**src/rtl/rv32i_mem_arbiter_if.sv**
```systemverilog
`default_nettype none
// +--------------------------------------------------------------------------+
// | Module  : rv32i_mem_arbiter_if                                           |
// | Purpose : Bundles the fetch port, load/store port, memory port and       |
// |           status signals of the unified-memory arbiter.                  |
// | Ports   : if_*  instruction fetch requester                              |
// |           d_*   load/store requester                                     |
// |           mem_* single-port fixed-latency memory                         |
// |           busy, stall_if  status                                         |
// |           slave  = arbiter side, master = requesters + memory side       |
// | Revision: 1.0  initial release                                           |
// +--------------------------------------------------------------------------+
interface rv32i_mem_arbiter_if #(
  parameter int AW = 10,
  parameter int DW = 32
);
  logic          if_req;
  logic [AW-1:0] if_addr;
  logic          if_gnt;
  logic          if_rvalid;
  logic [DW-1:0] if_rdata;

  logic          d_req;
  logic          d_we;
  logic [AW-1:0] d_addr;
  logic [DW-1:0] d_wdata;
  logic          d_gnt;
  logic          d_rvalid;
  logic [DW-1:0] d_rdata;

  logic          mem_en;
  logic          mem_we;
  logic [AW-1:0] mem_addr;
  logic [DW-1:0] mem_wdata;
  logic [DW-1:0] mem_rdata;

  logic          busy;
  logic          stall_if;

  modport slave (
    input  if_req, if_addr, d_req, d_we, d_addr, d_wdata, mem_rdata,
    output if_gnt, if_rvalid, if_rdata, d_gnt, d_rvalid, d_rdata,
    output mem_en, mem_we, mem_addr, mem_wdata, busy, stall_if
  );

  modport master (
    output if_req, if_addr, d_req, d_we, d_addr, d_wdata, mem_rdata,
    input  if_gnt, if_rvalid, if_rdata, d_gnt, d_rvalid, d_rdata,
    input  mem_en, mem_we, mem_addr, mem_wdata, busy, stall_if
  );
endinterface
`default_nettype wire

```
**src/rtl/rv32i_mem_arbiter.sv**
```systemverilog
`default_nettype none
// +--------------------------------------------------------------------------+
// | Module  : rv32i_mem_arbiter                                              |
// | Purpose : Shares one single-port unified memory between the IF-stage     |
// |           fetch port and the MEM-stage load/store port. One access at a  |
// |           time, data has priority, a starvation guard forces a fetch     |
// |           after STARVE_MAX consecutive data grants with fetch pending.   |
// | Ports   : clk1   clock, all logic on posedge                             |
// |           rst_n  synchronous active-low reset                            |
// |           bus    rv32i_mem_arbiter_if.slave (fetch, data, memory,        |
// |                  busy, stall_if)                                         |
// | Revision: 1.0  initial release                                           |
// +--------------------------------------------------------------------------+
module rv32i_mem_arbiter #(
  parameter int AW         = 10,
  parameter int DW         = 32,
  parameter int MEM_LAT    = 1,
  parameter int STARVE_MAX = 4
) (
  input  wire logic             clk1,
  input  wire logic             rst_n,
  rv32i_mem_arbiter_if.slave    bus
);

  localparam int CW = (MEM_LAT > 1) ? $clog2(MEM_LAT) : 1;
  localparam int SW = $clog2(STARVE_MAX + 1);

  localparam logic [1:0] S_IDLE   = 2'd0;
  localparam logic [1:0] S_ACCESS = 2'd1;
  localparam logic [1:0] S_WAIT   = 2'd2;

  logic [1:0]    state_q, state_d;
  logic          owner_d_q;     // 1 = current access belongs to the data port
  logic          we_q;
  logic [AW-1:0] addr_q;
  logic [DW-1:0] wdata_q;
  logic [CW-1:0] cnt_q;
  logic [SW-1:0] starve_q;
  logic          if_rvalid_q, d_rvalid_q;
  logic [DW-1:0] if_rdata_q, d_rdata_q;

  // Arbitration: data wins unless fetch has been starved long enough.
  logic w_force_if, w_pick_d, w_pick_if, w_last;
  assign w_force_if = bus.if_req & (starve_q == SW'(STARVE_MAX));
  assign w_pick_d   = bus.d_req & ~w_force_if;
  assign w_pick_if  = ~w_pick_d & bus.if_req;
  assign w_last     = (cnt_q == '0);

  // ---------------- state register ----------------
  always_ff @(posedge clk1) begin
    if (!rst_n) state_q <= S_IDLE;
    else        state_q <= state_d;
  end

  // ---------------- next-state logic ----------------
  always_comb begin
    state_d = state_q;
    unique case (state_q)
      S_IDLE:   if (bus.d_req | bus.if_req) state_d = S_ACCESS;
      S_ACCESS: state_d = S_WAIT;
      S_WAIT:   if (w_last) state_d = S_IDLE;
      default:  state_d = S_IDLE;
    endcase
  end

  // ---------------- datapath registers ----------------
  always_ff @(posedge clk1) begin
    if (!rst_n) begin
      owner_d_q   <= 1'b0;
      we_q        <= 1'b0;
      addr_q      <= '0;
      wdata_q     <= '0;
      cnt_q       <= '0;
      starve_q    <= '0;
      if_rvalid_q <= 1'b0;
      d_rvalid_q  <= 1'b0;
      if_rdata_q  <= '0;
      d_rdata_q   <= '0;
    end else begin
      if_rvalid_q <= 1'b0;
      d_rvalid_q  <= 1'b0;
      unique case (state_q)
        S_IDLE: begin
          if (w_pick_d) begin
            owner_d_q <= 1'b1;
            we_q      <= bus.d_we;
            addr_q    <= bus.d_addr;
            wdata_q   <= bus.d_wdata;
          end else if (w_pick_if) begin
            owner_d_q <= 1'b0;
            we_q      <= 1'b0;
            addr_q    <= bus.if_addr;
          end
        end
        S_ACCESS: cnt_q <= CW'(MEM_LAT - 1);
        S_WAIT: begin
          if (w_last) begin
            // rvalid is registered so it lands in the IDLE cycle after WAIT
            if (owner_d_q) begin
              d_rvalid_q <= 1'b1;
              if (!we_q) d_rdata_q <= bus.mem_rdata;
            end else begin
              if_rvalid_q <= 1'b1;
              if_rdata_q  <= bus.mem_rdata;
            end
          end else begin
            cnt_q <= cnt_q - CW'(1);
          end
        end
        default: ;
      endcase

      // Starve count only tracks grants made while fetch is actually waiting.
      if (!bus.if_req)
        starve_q <= '0;
      else if (state_q == S_IDLE && w_pick_if)
        starve_q <= '0;
      else if (state_q == S_IDLE && w_pick_d && starve_q != SW'(STARVE_MAX))
        starve_q <= starve_q + SW'(1);
    end
  end

  // ---------------- outputs ----------------
  always_comb begin
    bus.mem_en    = (state_q == S_ACCESS);
    bus.mem_we    = (state_q == S_ACCESS) & we_q;
    bus.d_gnt     = (state_q == S_ACCESS) & owner_d_q;
    bus.if_gnt    = (state_q == S_ACCESS) & ~owner_d_q;
    bus.mem_addr  = addr_q;
    bus.mem_wdata = wdata_q;
    bus.if_rvalid = if_rvalid_q;
    bus.if_rdata  = if_rdata_q;
    bus.d_rvalid  = d_rvalid_q;
    bus.d_rdata   = d_rdata_q;
    bus.busy      = (state_q != S_IDLE);
    bus.stall_if  = bus.if_req & ~((state_q == S_ACCESS) & ~owner_d_q);
  end

endmodule
`default_nettype wire

```
**src/flat_wrapper.sv**
```systemverilog
// flat-port wrapper written by rule: the top's interface ports become plain ports
module rv32i_mem_arbiter_flat 
#(
  parameter int AW         = 10,
  parameter int DW         = 32,
  parameter int MEM_LAT    = 1,
  parameter int STARVE_MAX = 4
)
  (clk1, rst_n, bus_if_req, bus_if_addr, bus_d_req, bus_d_we, bus_d_addr, bus_d_wdata, bus_mem_rdata, bus_if_gnt, bus_if_rvalid, bus_if_rdata, bus_d_gnt, bus_d_rvalid, bus_d_rdata, bus_mem_en, bus_mem_we, bus_mem_addr, bus_mem_wdata, bus_busy, bus_stall_if);
  rv32i_mem_arbiter_if #(.AW(AW), .DW(DW)) bus_i ();
  input  wire logic clk1;
  input  wire logic rst_n;
  input wire logic [$bits(bus_i.if_req)-1:0] bus_if_req;
  input wire logic [$bits(bus_i.if_addr)-1:0] bus_if_addr;
  input wire logic [$bits(bus_i.d_req)-1:0] bus_d_req;
  input wire logic [$bits(bus_i.d_we)-1:0] bus_d_we;
  input wire logic [$bits(bus_i.d_addr)-1:0] bus_d_addr;
  input wire logic [$bits(bus_i.d_wdata)-1:0] bus_d_wdata;
  input wire logic [$bits(bus_i.mem_rdata)-1:0] bus_mem_rdata;
  output wire logic [$bits(bus_i.if_gnt)-1:0] bus_if_gnt;
  output wire logic [$bits(bus_i.if_rvalid)-1:0] bus_if_rvalid;
  output wire logic [$bits(bus_i.if_rdata)-1:0] bus_if_rdata;
  output wire logic [$bits(bus_i.d_gnt)-1:0] bus_d_gnt;
  output wire logic [$bits(bus_i.d_rvalid)-1:0] bus_d_rvalid;
  output wire logic [$bits(bus_i.d_rdata)-1:0] bus_d_rdata;
  output wire logic [$bits(bus_i.mem_en)-1:0] bus_mem_en;
  output wire logic [$bits(bus_i.mem_we)-1:0] bus_mem_we;
  output wire logic [$bits(bus_i.mem_addr)-1:0] bus_mem_addr;
  output wire logic [$bits(bus_i.mem_wdata)-1:0] bus_mem_wdata;
  output wire logic [$bits(bus_i.busy)-1:0] bus_busy;
  output wire logic [$bits(bus_i.stall_if)-1:0] bus_stall_if;
  assign bus_i.if_req = bus_if_req;
  assign bus_i.if_addr = bus_if_addr;
  assign bus_i.d_req = bus_d_req;
  assign bus_i.d_we = bus_d_we;
  assign bus_i.d_addr = bus_d_addr;
  assign bus_i.d_wdata = bus_d_wdata;
  assign bus_i.mem_rdata = bus_mem_rdata;
  assign bus_if_gnt = bus_i.if_gnt;
  assign bus_if_rvalid = bus_i.if_rvalid;
  assign bus_if_rdata = bus_i.if_rdata;
  assign bus_d_gnt = bus_i.d_gnt;
  assign bus_d_rvalid = bus_i.d_rvalid;
  assign bus_d_rdata = bus_i.d_rdata;
  assign bus_mem_en = bus_i.mem_en;
  assign bus_mem_we = bus_i.mem_we;
  assign bus_mem_addr = bus_i.mem_addr;
  assign bus_mem_wdata = bus_i.mem_wdata;
  assign bus_busy = bus_i.busy;
  assign bus_stall_if = bus_i.stall_if;
  rv32i_mem_arbiter #(.AW(AW), .DW(DW), .MEM_LAT(MEM_LAT), .STARVE_MAX(STARVE_MAX)) u_core (.clk1(clk1), .rst_n(rst_n), .bus(bus_i));
endmodule
```
**config.mk**
```make
export PLATFORM = sky130hd
export DESIGN_NAME = rv32i_mem_arbiter_flat
export DESIGN_NICKNAME = d
export VERILOG_FILES = /design/src/rtl/rv32i_mem_arbiter_if.sv /design/src/rtl/rv32i_mem_arbiter.sv /design/src/flat_wrapper.sv
export SDC_FILE = /design/constraint.sdc
export NUM_CORES = 1
export LEC_CHECK = 0
export BUFFER_PORTS_ARGS = -buffer_cell sky130_fd_sc_hd__clkbuf_2
export CAP_MARGIN = 10
export CORE_MARGIN = 2
export CORE_UTILIZATION = 47
export DETAILED_ROUTE_END_ITERATION = 8
export HOLD_SLACK_MARGIN = 0.08
export MAX_ROUTING_LAYER = met4
export PLACE_DENSITY = 0.8
export SLEW_MARGIN = 30
export SYNTH_ARGS = -nofsm -noshare
export SYNTH_HDL_FRONTEND = slang
export SYNTH_SLANG_ARGS = --single-unit
```
**constraint.sdc**
```tcl
create_clock -name clk1 -period 1.8 [get_ports clk1]
set_input_delay 0.36 -clock clk1 [delete_from_list [all_inputs] [get_ports clk1]]
set_output_delay 0.36 -clock clk1 [all_outputs]
set_load 0.01 [all_outputs]
```
== Yosys cells after proc, flatten, opt, wreduce, memory -nomap -nowiden ==
Cells that the tools add are included.
Operators by class
  bitwise gates (word level): 17
  mux-type cells: 12
  reductions and logical operators: 14
  add/sub/neg operators: 2
  equality and inequality tests: 6
Operator list (count)
  10-bit 2-to-1 mux: 2
  1-bit NOT: 9
  1-bit bitwise AND: 7
  1-bit 2-to-1 mux: 6
  2-bit case mux with 3 select lines: 1
  2-bit AND reduction: 3
  2-bit nonzero test: 3
  3-bit OR reduction: 2
  2-bit 2-to-1 mux: 2
  4-bit AND reduction: 1
  3-bit by 1-bit adder with 3-bit output, second input constant: 1
  3-bit equality test, second input constant: 1
  1-bit logical AND: 3
  3-bit != test, second input constant: 1
  3-bit AND reduction: 1
  2-bit by 1-bit equality test with 1-bit output, second input constant: 1
  2-bit equality test, second input constant: 1
  2-bit zero test: 1
  2-bit by 1-bit != test with 1-bit output, second input constant: 1
  2-bit != test, second input constant: 1
  1-bit case mux with 2 select lines: 1
  1-bit OR: 1
  1-bit subtractor, second input constant: 1
Storage, ports and cells
  word-level logic and storage cells: 62
  output and inout port bits: 114
  register bits: 116
  bits of input ports: 89

== Longest topological paths before layout ==
Gate-level depths: netlist (run 1).
  depth in word-level cells: 8
  depth in mapped cells: 8
  mapped depth without buffers: 5

== Worst setup path after synthesis (run 1) ==
No wires, ideal clock.
  kind: reg-to-reg
  from: reg u_core.starve_q[0]
  to: reg u_core.addr_q[7] (netlist: u_core.bus.mem_addr[7])
  path buffers: 2
  cell stages (with the launch flop): 8
  data required time: 1.678 ns
  data arrival time: 1.405 ns
  library setup time: 0.122 ns
  slack: 0.274 ns
  period minus slack after synthesis: 1.526 ns
  cells stage by stage: dfxtp_1 > inv_1 > ha_1 > nand3_1 > buf_2 > buf_2 > a21boi_1 > o311a_1
Between the ends
  word-level cells in the longest chain between the ends: 8
  elaborated cells between the ends (all ways): 9
  those cells by class: eq/ne: 1; mux: 1; bitwise: 5; reduce/logical: 2
RTL lines
  start: declaration: line rv32i_mem_arbiter.sv:38  | logic [SW-1:0] starve_q;
  start signal: assignment: line rv32i_mem_arbiter.sv:119  | starve_q <= starve_q + SW'(1);
  3-bit equality test (*): line rv32i_mem_arbiter.sv:44  | assign w_force_if = bus.if_req & (starve_q == SW'(STARVE_MAX));
  1-bit bitwise AND (*): line rv32i_mem_arbiter.sv:44
  1-bit NOT (*): line rv32i_mem_arbiter.sv:45  | assign w_pick_d = bus.d_req & ~w_force_if;
  1-bit bitwise AND (*): line rv32i_mem_arbiter.sv:45
  1-bit NOT: line rv32i_mem_arbiter.sv:46  | assign w_pick_if = ~w_pick_d & bus.if_req;
  1-bit bitwise AND: line rv32i_mem_arbiter.sv:46
  2-bit nonzero test (no source line)
  2-bit AND reduction (no source line)
  end signal: assignment: line rv32i_mem_arbiter.sv:87  | addr_q <= bus.d_addr;
  end signal: assignment: line rv32i_mem_arbiter.sv:92  | addr_q <= bus.if_addr;
  end: declaration: line rv32i_mem_arbiter.sv:35  | logic [AW-1:0] addr_q;
Mark *: on every way between the ends. The rest lies on a longest branch, timed or not.
A chain may end at the register's enable or synchronous reset.

== Worst setup path in the final report (run 1) ==
  from: reg u_core.owner_d_q
  to: out bus_stall_if
Between the ends
  word-level cells in the longest chain between the ends: 4
RTL lines
  start: declaration: line rv32i_mem_arbiter.sv:33  | logic owner_d_q;
  start signal: assignment: line rv32i_mem_arbiter.sv:69  | owner_d_q <= 1'b0;
  start signal: assignment: line rv32i_mem_arbiter.sv:85  | owner_d_q <= 1'b1;
  start signal: assignment: line rv32i_mem_arbiter.sv:90  | owner_d_q <= 1'b0;
  1-bit NOT (no source line)
  1-bit bitwise AND: line rv32i_mem_arbiter.sv:136  | bus.stall_if = bus.if_req & ~((state_q == S_ACCESS) & ~owner_d_q);
  1-bit NOT: line rv32i_mem_arbiter.sv:136
  1-bit bitwise AND: line rv32i_mem_arbiter.sv:136
  end: declaration: line flat_wrapper.sv:31  | output wire logic [$bits(bus_i.stall_if)-1:0] bus_stall_if;
Every way passes these cells.

==> impl_metrics.tcl, run 1 <==
set metrics [dict create \
    post_synth_xor_area_fraction_pct 0 \
    drt-total-wl_mm 13.6 \
    tightestPinTransition_ns 0.366 \
    cp_num_buf_inv 1 \
    placement.io_buffers 202 \
    grt_max_degree 52 \
    holdCritPathClass "primary input to register" \
    setup.worst_path.start_class "register" \
    min_delay_path_depth 3 \
    critical_path_arrival_ns 1.37 \
    dominant_combinational_cell_family_by_area_after_synthesis "compound AO/OA/AOI/OAI gates" \
    synth_compound_area_share_pct 22.6 \
    fillCellCount 738 \
    post_synth_fa_ha_maj_area_fraction_pct 0.550 \
    gp_congestion 0.948 \
    endpoints_failing_setup 0 \
    final_worst_path_cycle_share_pct 95.9 \
    r2r_slack_ns 0.11 \
    synth_simple_gate_area_share_pct 19.7 \
    worst_r2r_endpoint "u_core.starve_q[0]$_SDFFE_PP0P_" \
    layout_net_count 852 \
    syn_inst 540 \
    finClkSkew_ns 0.00664 \
    final_hold_viol_count 0 \
    timing.hold.worst_endpoint "u_core.bus.d_rdata[25]$_SDFFE_PN0P_" \
    die_w_um 102 \
    synth_sequential_area_ratio_pct 50.6 \
    worstPathCellList "nor2_1 -> nor2b_1 -> clkbuf_2" \
    cell_family_with_the_largest_share_of_critical_path_delay "flip-flops" \
    grtUsageTotal_pct 26.7 \
    criticalPathCategory "register to output pin" \
    multiInputGateArea_um2 1980 \
    via_cell_ratio 5.38 \
    max-slew-margin-rel_pct 75.6 \
    area_of_the_core_region_um2 9330 \
    numClockSinks 115 \
    post-route-min-period_ns 1.73 \
    routed_length_per_instance_um 15.1 \
    drt_iter0_drc 249 \
    die_area_um2 10500 \
    syn2layout_area_growth_pct 43.8 \
    powerDensity_nw_per_um2 992 \
    clkLatencyLatePin_ns 0.50 \
    synthesis.nets 631 \
    crit_path_max_incr_delay_ns 0.48 \
    totalPowerFinal_mw 6.49 \
    final_hold_slack_ns 0.104 \
    grt_antenna_before_repair 0 \
    cts.clk_slew.worst_paths_ns 0.06 \
    floorplan.rows 35 \
    critical_path.reg2reg.startpoint "u_core.starve_q[0]$_SDFFE_PP0P_" \
    fp.dieH_um 102 \
    layout.cells.most_common "sky130_fd_sc_hd__clkbuf_2" \
    share_of_cells_above_drive_strength_1_pct 36.4 \
    cp-end-kind "output pin" \
    ys_warn_count 0 \
    synthesis.area_per_instance_um2 8.43 \
    ys_seq_elements 115 \
    tritoncts.num_buffers 17 \
    ff_latch_area_um2 2310 \
    detail_route.first_pass.iterations 6 \
    synthMuxAreaShare_pct 0 \
    first_global_vias 4500 \
    overflow 0 \
    commonest_cells_after_routing_fill_and_taps_aside "sky130_fd_sc_hd__clkbuf_2 (202), sky130_fd_sc_hd__nand2_1 (132), sky130_fd_sc_hd__dfxtp_1 (113)" \
    drt_drc_violations_left 0 \
    max-vdd-ir-drop_uv 563 \
    ctsRootBufferMaster "sky130_fd_sc_hd__clkbuf_8" \
    syn_area_um2 4550 \
    maxClockFrequency_mhz 580 \
    vias 4858 \
    status "complete, no violations" \
    timing.hold.worst.start "bus_mem_rdata[25]" \
    max_cap_violations 0 \
    p_leak_nw 2.86 \
    cts.htree.levels 4 \
    critical_path_required_ns 1.44 \
    clk_path_buf_depth 2 \
    hpwl_mm 8.87 \
    worst-r2r-cell-count 6 \
    worstPathMaxFanout 8 \
    boundaryPins 203 \
    timing_max_transition_violations_final 0 \
    initial_utilization_pct 48.8 \
    cts_tree "done" \
    yosysUniqueCellTypes 35 \
    unrepaired_setup_endpoints_after_global_routing "no" \
    route.antenna.remaining_nets 0 \
    crit_path_top_delay_cell "sky130_fd_sc_hd__dfxtp_1" \
    grt_pass1_wl_mm 21.3 \
]
per-stage QoR:
step,instance area (um^2),TNS [ns],util [%],std cells,setup WS (ns)
after global routing,6540,0,70.1,902,0.00971
after floorplan,4550,0,-,540,0.274
final,6540,0,70.2,903,0.0745
after global placement,5640,0,60.4,837,0.202
after CTS,6500,-0.0253,69.7,900,-0.0199
after detailed placement,5640,0,60.4,837,0.0297
repair_timing:
| item | 4_1_cts | 5_1_grt |
|---|---|---|
| pin swaps | 0 | 0 |
| hold endpoints to repair | 37 | 0 |
| setup endpoints to repair | 6 | 26 |
| resized for setup | 5 | 4 |
| buffers inserted | 0 | 2 |
| hold buffers | 32 | 0 |
power by group:
| part | switching (mW) | internal (mW) | total (mW) |
|---|---|---|---|
| clock | 1.12 | 1.85 | 2.97 |
| combinational | 0.419 | 0.364 | 0.782 |
| sequential | 0.0791 | 2.66 | 2.74 |
per-layer routing:
metal	global-route usage [%]	routed length, um
met5	-	0
met4	15.8	555
met1	30.5	5350
met2	43.2	6860
met3	5.40	881
tightest hold or removal path, cell delays in order:
cell and delay [ns]:
sky130_fd_sc_hd__clkbuf_2 0.09, sky130_fd_sc_hd__nand2_1 0.06, sky130_fd_sc_hd__a21oi_1 0.05
kinds of logic (layout without fill, tap and decap cells):
group,after synthesis,count (layout)
AND/OR/NAND/NOR,199,199
adder cells (fa/ha/maj),2,2
buffers and inverters,55,288
AO/OA/AOI/OAI,169,169
flip-flops,115,115
other,0,1
cell type report:
cell class	count	share of cell area, %
Sequential cell	115	35.3
Multi-Input combinational cell	370	30.3
Timing Repair Buffer	252	23.4
Clock buffer	22	7.38
Tap cell	129	2.47
Clock inverter	9	0.841
Inverter	5	0.325
Antenna cell	1	0.0382
synth_stat cells:
cell type / count / area, um^2
sky130_fd_sc_hd__a21boi_0: 5 / 37.5
sky130_fd_sc_hd__a21boi_1: 5 / 37.5
sky130_fd_sc_hd__a21oi_1: 99 / 495
sky130_fd_sc_hd__a221oi_1: 2 / 17.5
sky130_fd_sc_hd__a31oi_1: 1 / 6.26
sky130_fd_sc_hd__and2_1: 3 / 18.8
sky130_fd_sc_hd__and3_1: 11 / 68.8
sky130_fd_sc_hd__and4b_1: 1 / 10.0
sky130_fd_sc_hd__and4bb_1: 1 / 12.5
sky130_fd_sc_hd__buf_1: 1 / 3.75
sky130_fd_sc_hd__buf_2: 22 / 110
sky130_fd_sc_hd__buf_4: 1 / 7.51
sky130_fd_sc_hd__buf_6: 8 / 90.1
sky130_fd_sc_hd__clkbuf_1: 18 / 67.6
sky130_fd_sc_hd__dfxtp_1: 115 / 2300
sky130_fd_sc_hd__ha_1: 2 / 25.0
sky130_fd_sc_hd__inv_1: 4 / 15.0
sky130_fd_sc_hd__inv_2: 1 / 3.75
sky130_fd_sc_hd__nand2_1: 132 / 495
sky130_fd_sc_hd__nand2b_1: 1 / 6.26
sky130_fd_sc_hd__nand3_1: 36 / 180
sky130_fd_sc_hd__nand3b_1: 1 / 7.51
sky130_fd_sc_hd__nand4bb_1: 1 / 11.3
sky130_fd_sc_hd__nor2_1: 5 / 18.8
sky130_fd_sc_hd__nor2_2: 1 / 6.26
sky130_fd_sc_hd__nor2b_1: 1 / 6.26
sky130_fd_sc_hd__nor3_1: 1 / 5.00
sky130_fd_sc_hd__nor3b_2: 1 / 12.5
sky130_fd_sc_hd__nor3b_4: 1 / 18.8
sky130_fd_sc_hd__o21ai_0: 2 / 10.0
sky130_fd_sc_hd__o21ai_1: 15 / 75.1
sky130_fd_sc_hd__o21ai_2: 20 / 175
sky130_fd_sc_hd__o21bai_1: 10 / 75.1
sky130_fd_sc_hd__o311a_1: 10 / 100
sky130_fd_sc_hd__or3b_1: 2 / 17.5
flip-flops by register name, indices dropped and copies added, names as in the netlist:
register              cells
u_core.bus.mem_wdata     32
u_core.bus.if_rdata      32
u_core.owner_d_q          1
u_core.starve_q           3
u_core.bus.mem_addr      10
u_core.bus.d_rvalid       1
u_core.bus.if_rvalid      1
u_core.we_q               1
u_core.bus.d_rdata       32
u_core.state_q            2
how the worst max path moves through the flow:
stage	start	end	depth (start not counted)	slack, ns
floorplan	u_core.starve_q[0]$_SDFFE_PP0P_	u_core.bus.mem_addr[7]$_SDFFE_PN0P_	7	0.27
global placement	u_core.starve_q[0]$_SDFFE_PP0P_	u_core.starve_q[1]$_SDFFE_PP0P_	6	0.20
detailed placement	u_core.starve_q[0]$_SDFFE_PP0P_	u_core.starve_q[0]$_SDFFE_PP0P_	6	0.03
CTS	u_core.state_q[1]$_SDFFE_PN0P_	bus_busy	3	-0.02
global route	u_core.owner_d_q$_SDFFE_PN0P_	bus_stall_if	3	0.01
finish	u_core.owner_d_q$_SDFFE_PN0P_	bus_stall_if	3	0.07
(Power assumes the default switching activity.)
==> inputs of run 2 (changes only) <==
- BUFFER_PORTS_ARGS: -buffer_cell sky130_fd_sc_hd__clkbuf_2 -> unset
- CORE_UTILIZATION: 47 -> 58
- DONT_BUFFER_PORTS: unset -> 1
- PLACE_DENSITY: 0.8 -> 0.74
==> impl_metrics.tcl, run 2 (synthesis results as in run 1) <==
set metrics [dict create \
    post-route-min-period_ns 1.69 \
    layout_net_count 680 \
    setup.worst_path.start_class "register" \
    initial_utilization_pct 59.5 \
    drt-total-wl_mm 12.0 \
    vias 4111 \
    unrepaired_setup_endpoints_after_global_routing "no" \
    routed_length_per_instance_um 17.0 \
    share_of_cells_above_drive_strength_1_pct 12.8 \
    holdCritPathClass "primary input to register" \
    gp_congestion 0.722 \
    diodes 0 \
    totalPowerFinal_mw 6.79 \
    grtUsageTotal_pct 28.6 \
    cts.clk_slew.worst_paths_ns 0.06 \
    max-vdd-ir-drop_uv 726 \
    final_hold_viol_count 0 \
    postLayoutSetupSlackWorst_ns 0.108 \
    tritoncts.num_buffers 17 \
    area_of_the_core_region_um2 7650 \
    cts.repair_timing.setup_buffer_count 0 \
    cts_tree "done" \
    tightestPinTransition_ns 0.798 \
    floorplan.rows 32 \
    route.antenna.remaining_nets 0 \
    post-place-ws_ns 0.0534 \
    fp.dieH_um 92.6 \
    cts.htree.levels 4 \
    ctsRootBufferMaster "sky130_fd_sc_hd__clkbuf_8" \
    critical_path_required_ns 1.44 \
    status "complete, no violations" \
    p_leak_nw 2.14 \
    boundaryPins 203 \
    drt_iter0_drc 208 \
    grt_pass1_wl_mm 18.9 \
    final_worst_path_cycle_share_pct 94.0 \
    die_w_um 92.6 \
    grt_max_degree 55 \
    powerDensity_nw_per_um2 1150 \
    maxClockFrequency_mhz 591 \
    die_area_um2 8570 \
    detail_route.first_pass.iterations 5 \
    layout.cells.most_common "sky130_fd_sc_hd__nand2_1" \
    overflow 0 \
    first_global_vias 3974 \
    commonest_cells_after_routing_fill_and_taps_aside "sky130_fd_sc_hd__nand2_1 (132), sky130_fd_sc_hd__dfxtp_1 (113), sky130_fd_sc_hd__a21oi_1 (99)" \
    clkLatencyLatePin_ns 0.52 \
    syn2layout_area_growth_pct 29.3 \
    criticalPathCategory "register to output pin" \
    drt_drc_violations_left 0 \
    numClockSinks 115 \
    via_cell_ratio 5.84 \
    finClkSkew_ns 0.0113 \
    hpwl_mm 7.16 \
    endpoints_failing_setup 0 \
    cp-end-kind "output pin" \
    clk_path_buf_depth 2 \
    grt_antenna_before_repair 0 \
    placement.io_buffers 0 \
    critical_path_arrival_ns 1.33 \
    worstPathMaxFanout 9 \
    timing_max_transition_violations_final 0 \
    max-slew-margin-rel_pct 46.4 \
    max_cap_violations 0 \
]
## run 2: changes by cell type in the layout (fill, tap and decap cells not counted), sizes merged
cell and change:
dlygate4sd3 +36, clkinvlp -3, diode -1, clkbuf -205, inv +4, buf -6
bufinv +3
## run 2: worst paths after layout
path                                           start                                    to  slack, ns  depth (start not counted)
setup / recovery      u_core.state_q[1]$_SDFFE_PN0P_                             bus_d_gnt       0.11                          3
hold / removal                                 rst_n       u_core.bus.if_rvalid$_SDFF_PP0_       0.11                          2
setup reg to reg     u_core.starve_q[0]$_SDFFE_PP0P_  u_core.bus.mem_wdata[3]$_SDFFE_PN0P_       0.18                          6
hold reg to reg   u_core.bus.d_rdata[0]$_SDFFE_PN0P_    u_core.bus.d_rdata[0]$_SDFFE_PN0P_       0.50                          2
## run 2: what timing repair did
action	in CTS	in global routing
setup endpoints to repair	4	45
resized for setup	8	5
hold buffers	68	0
endpoints found under the hold margin	111	0
## run 2: area by class of cell
class	instances	area [um^2]
flip-flops and latches	115	2310
multi-input cells	370	1990
fillers	521	1760
repair buffers	80	825
clock buffers	19	442
clock inverters	13	173
well taps	102	128
inverters	5	18.8
## run 2: metrics by stage
stage	TNS (ns)	util (%)	std cells	hold WS (ns)	area [um^2]
after floorplan	0	-	540	0.466	4550
after global placement	0	59.6	605	0.489	4560
after detailed placement	0	59.6	605	0.494	4560
after CTS	-0.00322	76.8	705	0.0911	5870
after global routing	0	76.9	704	0.103	5880
final	0	76.9	704	0.106	5880
## run 2: routing by layer
layer  vias to the layer above  share of wire [%]  GRT usage [%]
met4                         0                2.0           11.8
met1                      1933                 38           32.6
met3                        24                9.6           9.76
met5                         -                  0              -
met2                       203                 50           46.4
li1                       1951                  -              -
## run 2: critical path, cell delays in order, from the launching register on
cell and delay (ns):
sky130_fd_sc_hd__dfxtp_4 0.40, sky130_fd_sc_hd__nand2b_4 0.17, sky130_fd_sc_hd__inv_2 0.06, sky130_fd_sc_hd__and2_1 0.18
## run 2: power breakdown
part / internal (mW) / total, mW / switching (mW)
combinational: 0.263 / 0.547 / 0.284
sequential: 2.66 / 2.81 / 0.146
clock: 2.20 / 3.43 / 1.23
==> inputs of run 3 (changes only) <==
- CORE_ASPECT_RATIO: unset -> 0.8
==> impl_metrics.tcl, run 3 (synthesis results as in run 1) <==
set metrics [dict create \
    status "complete, no violations" \
    crit_path_top_delay_cell "sky130_fd_sc_hd__dfxtp_4" \
    die_w_um 103 \
    endpoints_failing_setup 0 \
    unrepaired_setup_endpoints_after_global_routing "no" \
    floorplan.rows 28 \
    layout.cells.most_common "sky130_fd_sc_hd__nand2_1" \
    numClockSinks 115 \
    first_global_vias 4147 \
    worst-r2r-cell-count 6 \
    crit_path_max_incr_delay_ns 0.37 \
    ctsRootBufferMaster "sky130_fd_sc_hd__clkbuf_8" \
    tritoncts.num_buffers 17 \
    timing_max_transition_violations_final 0 \
    max_cap_violations 0 \
    p_leak_nw 2.15 \
    commonest_cells_after_routing_fill_and_taps_aside "sky130_fd_sc_hd__nand2_1 (132), sky130_fd_sc_hd__dfxtp_1 (113), sky130_fd_sc_hd__a21oi_1 (99)" \
    cts_tree "done" \
    clk_path_buf_depth 2 \
    final_worst_path_cycle_share_pct 97.6 \
    detail_route.first_pass.iterations 5 \
    cts.htree.levels 4 \
    critical_path_arrival_ns 1.40 \
    drt_drc_violations_left 0 \
    max-vdd-ir-drop_uv 638 \
    r2r_slack_ns 0.16 \
    maxClockFrequency_mhz 569 \
    ff_latch_area_um2 2310 \
    multiInputGateArea_um2 1990 \
    hpwl_mm 7.51 \
    critical_path_required_ns 1.44 \
    routed_length_per_instance_um 18.3 \
    fp.dieH_um 83.2 \
    initial_utilization_pct 60.7 \
    post-route-min-period_ns 1.76 \
    finish.cell_count_without_fillers 707 \
    cts.clk_slew.worst_paths_ns 0.06 \
    setup.worst_path.start "u_core.state_q[1]$_SDFFE_PN0P_" \
    timing.hold.worst.start "bus_d_req" \
    grtUsageTotal_pct 30.5 \
    overflow 0 \
    worstPathCellList "nand2b_2 -> inv_2 -> and2_4" \
    drt-total-wl_mm 12.9 \
    setup.worst_path.start_class "register" \
    layout_net_count 680 \
    criticalPathCategory "register to output pin" \
    worst_r2r_endpoint "u_core.bus.mem_wdata[25]$_SDFFE_PN0P_" \
    grt_pass1_wl_mm 20.1 \
    vias 4189 \
    placement.io_buffers 0 \
    worstPathMaxFanout 9 \
    setup_tns_ns 0 \
    holdCritPathClass "primary input to register" \
    critical_path.reg2reg.startpoint "u_core.starve_q[0]$_SDFFE_PP0P_" \
    diodes 0 \
    die_area_um2 8570 \
    max-slew-margin-rel_pct 41.4 \
    boundaryPins 203 \
    fillCellCount 479 \
    grt_antenna_before_repair 0 \
    finClkSkew_ns 0.0166 \
    tightestPinTransition_ns 0.873 \
    syn2layout_area_growth_pct 29.5 \
    clkLatencyLatePin_ns 0.52 \
    cts.repair_timing.setup_buffer_count 0 \
    drt_iter0_drc 253 \
    final_hold_viol_count 0 \
    share_of_cells_above_drive_strength_1_pct 12.8 \
    placed_cells_incl_taps 607 \
    via_cell_ratio 5.93 \
    powerDensity_nw_per_um2 1180 \
    cp-end-kind "output pin" \
    setup.worst_path.end "bus_mem_we" \
    route.antenna.remaining_nets 0 \
    gp_congestion 0.828 \
    grt_max_degree 66 \
    area_of_the_core_region_um2 7500 \
]
run 3: area by class of cell:
cell class                      instances  area share, %
Clock inverter                         13           3.46
Sequential cell                       115           39.2
Multi-Input combinational cell        370           33.7
Inverter                                5          0.319
Timing Repair Buffer                   80           13.8
Clock buffer                           19           7.33
Tap cell                              105           2.23
run 3: how the worst min path moves through the flow:
stage,to,slack [ns],cells after the start
floorplan,u_core.we_q$_SDFFE_PN0P_,0.47,2
global placement,u_core.bus.if_rdata[12]$_SDFFE_PN0P_,0.49,2
CTS,u_core.bus.mem_addr[0]$_SDFFE_PN0P_,0.13,2
global route,u_core.bus.mem_addr[0]$_SDFFE_PN0P_,0.14,2
detailed placement,u_core.bus.if_rdata[25]$_SDFFE_PN0P_,0.49,2
finish,u_core.bus.mem_addr[5]$_SDFFE_PN0P_,0.13,2
run 3: critical path: cells and delay by family, from the launching register on:
kind                   cells  cell delay (ns)
AND/OR/NAND/NOR            2             0.40
flip-flops                 1             0.37
buffers and inverters      1             0.12
run 3: stage by stage:
step / setup WS [ns] / hold WS [ns] / utilization, % / cell area (um^2) / power [mW]
floorplan: 0.274 / 0.466 / - / 4550 / 3.19
global placement: 0.172 / 0.489 / 60.6 / 4540 / 3.24
detailed placement: 0.0367 / 0.493 / 60.6 / 4540 / 3.26
CTS: 0.00862 / 0.126 / 78.2 / 5870 / 6.97
global route: 0.00145 / 0.144 / 78.6 / 5890 / 7.17
finish: 0.0435 / 0.134 / 78.6 / 5890 / 6.97
run 3: metal layers:
| layer | vias up | GRT usage (%) | wire (um) |
|---|---|---|---|
| met2 | 255 | 46.4 | 6370 |
| met3 | 40 | 10.4 | 1280 |
| li1 | 1946 | - | - |
| met5 | - | - | 0 |
| met1 | 1948 | 36.3 | 4900 |
| met4 | 0 | 13.6 | 376 |
run 3: report_power, final:
group | total [mW] | switching, mW | internal [mW]
clock | 3.60 | 1.17 | 2.42
sequential | 2.81 | 0.145 | 2.66
combinational | 0.564 | 0.300 | 0.264
run 3: timing repair:
| item | 4_1_cts | 5_1_grt |
|---|---|---|
| gates resized for setup | 5 | 7 |
| pin swaps | 0 | 0 |
| hold buffers | 68 | 0 |
| hold endpoints to repair | 111 | 0 |
| endpoints found under the setup margin | 3 | 45 |
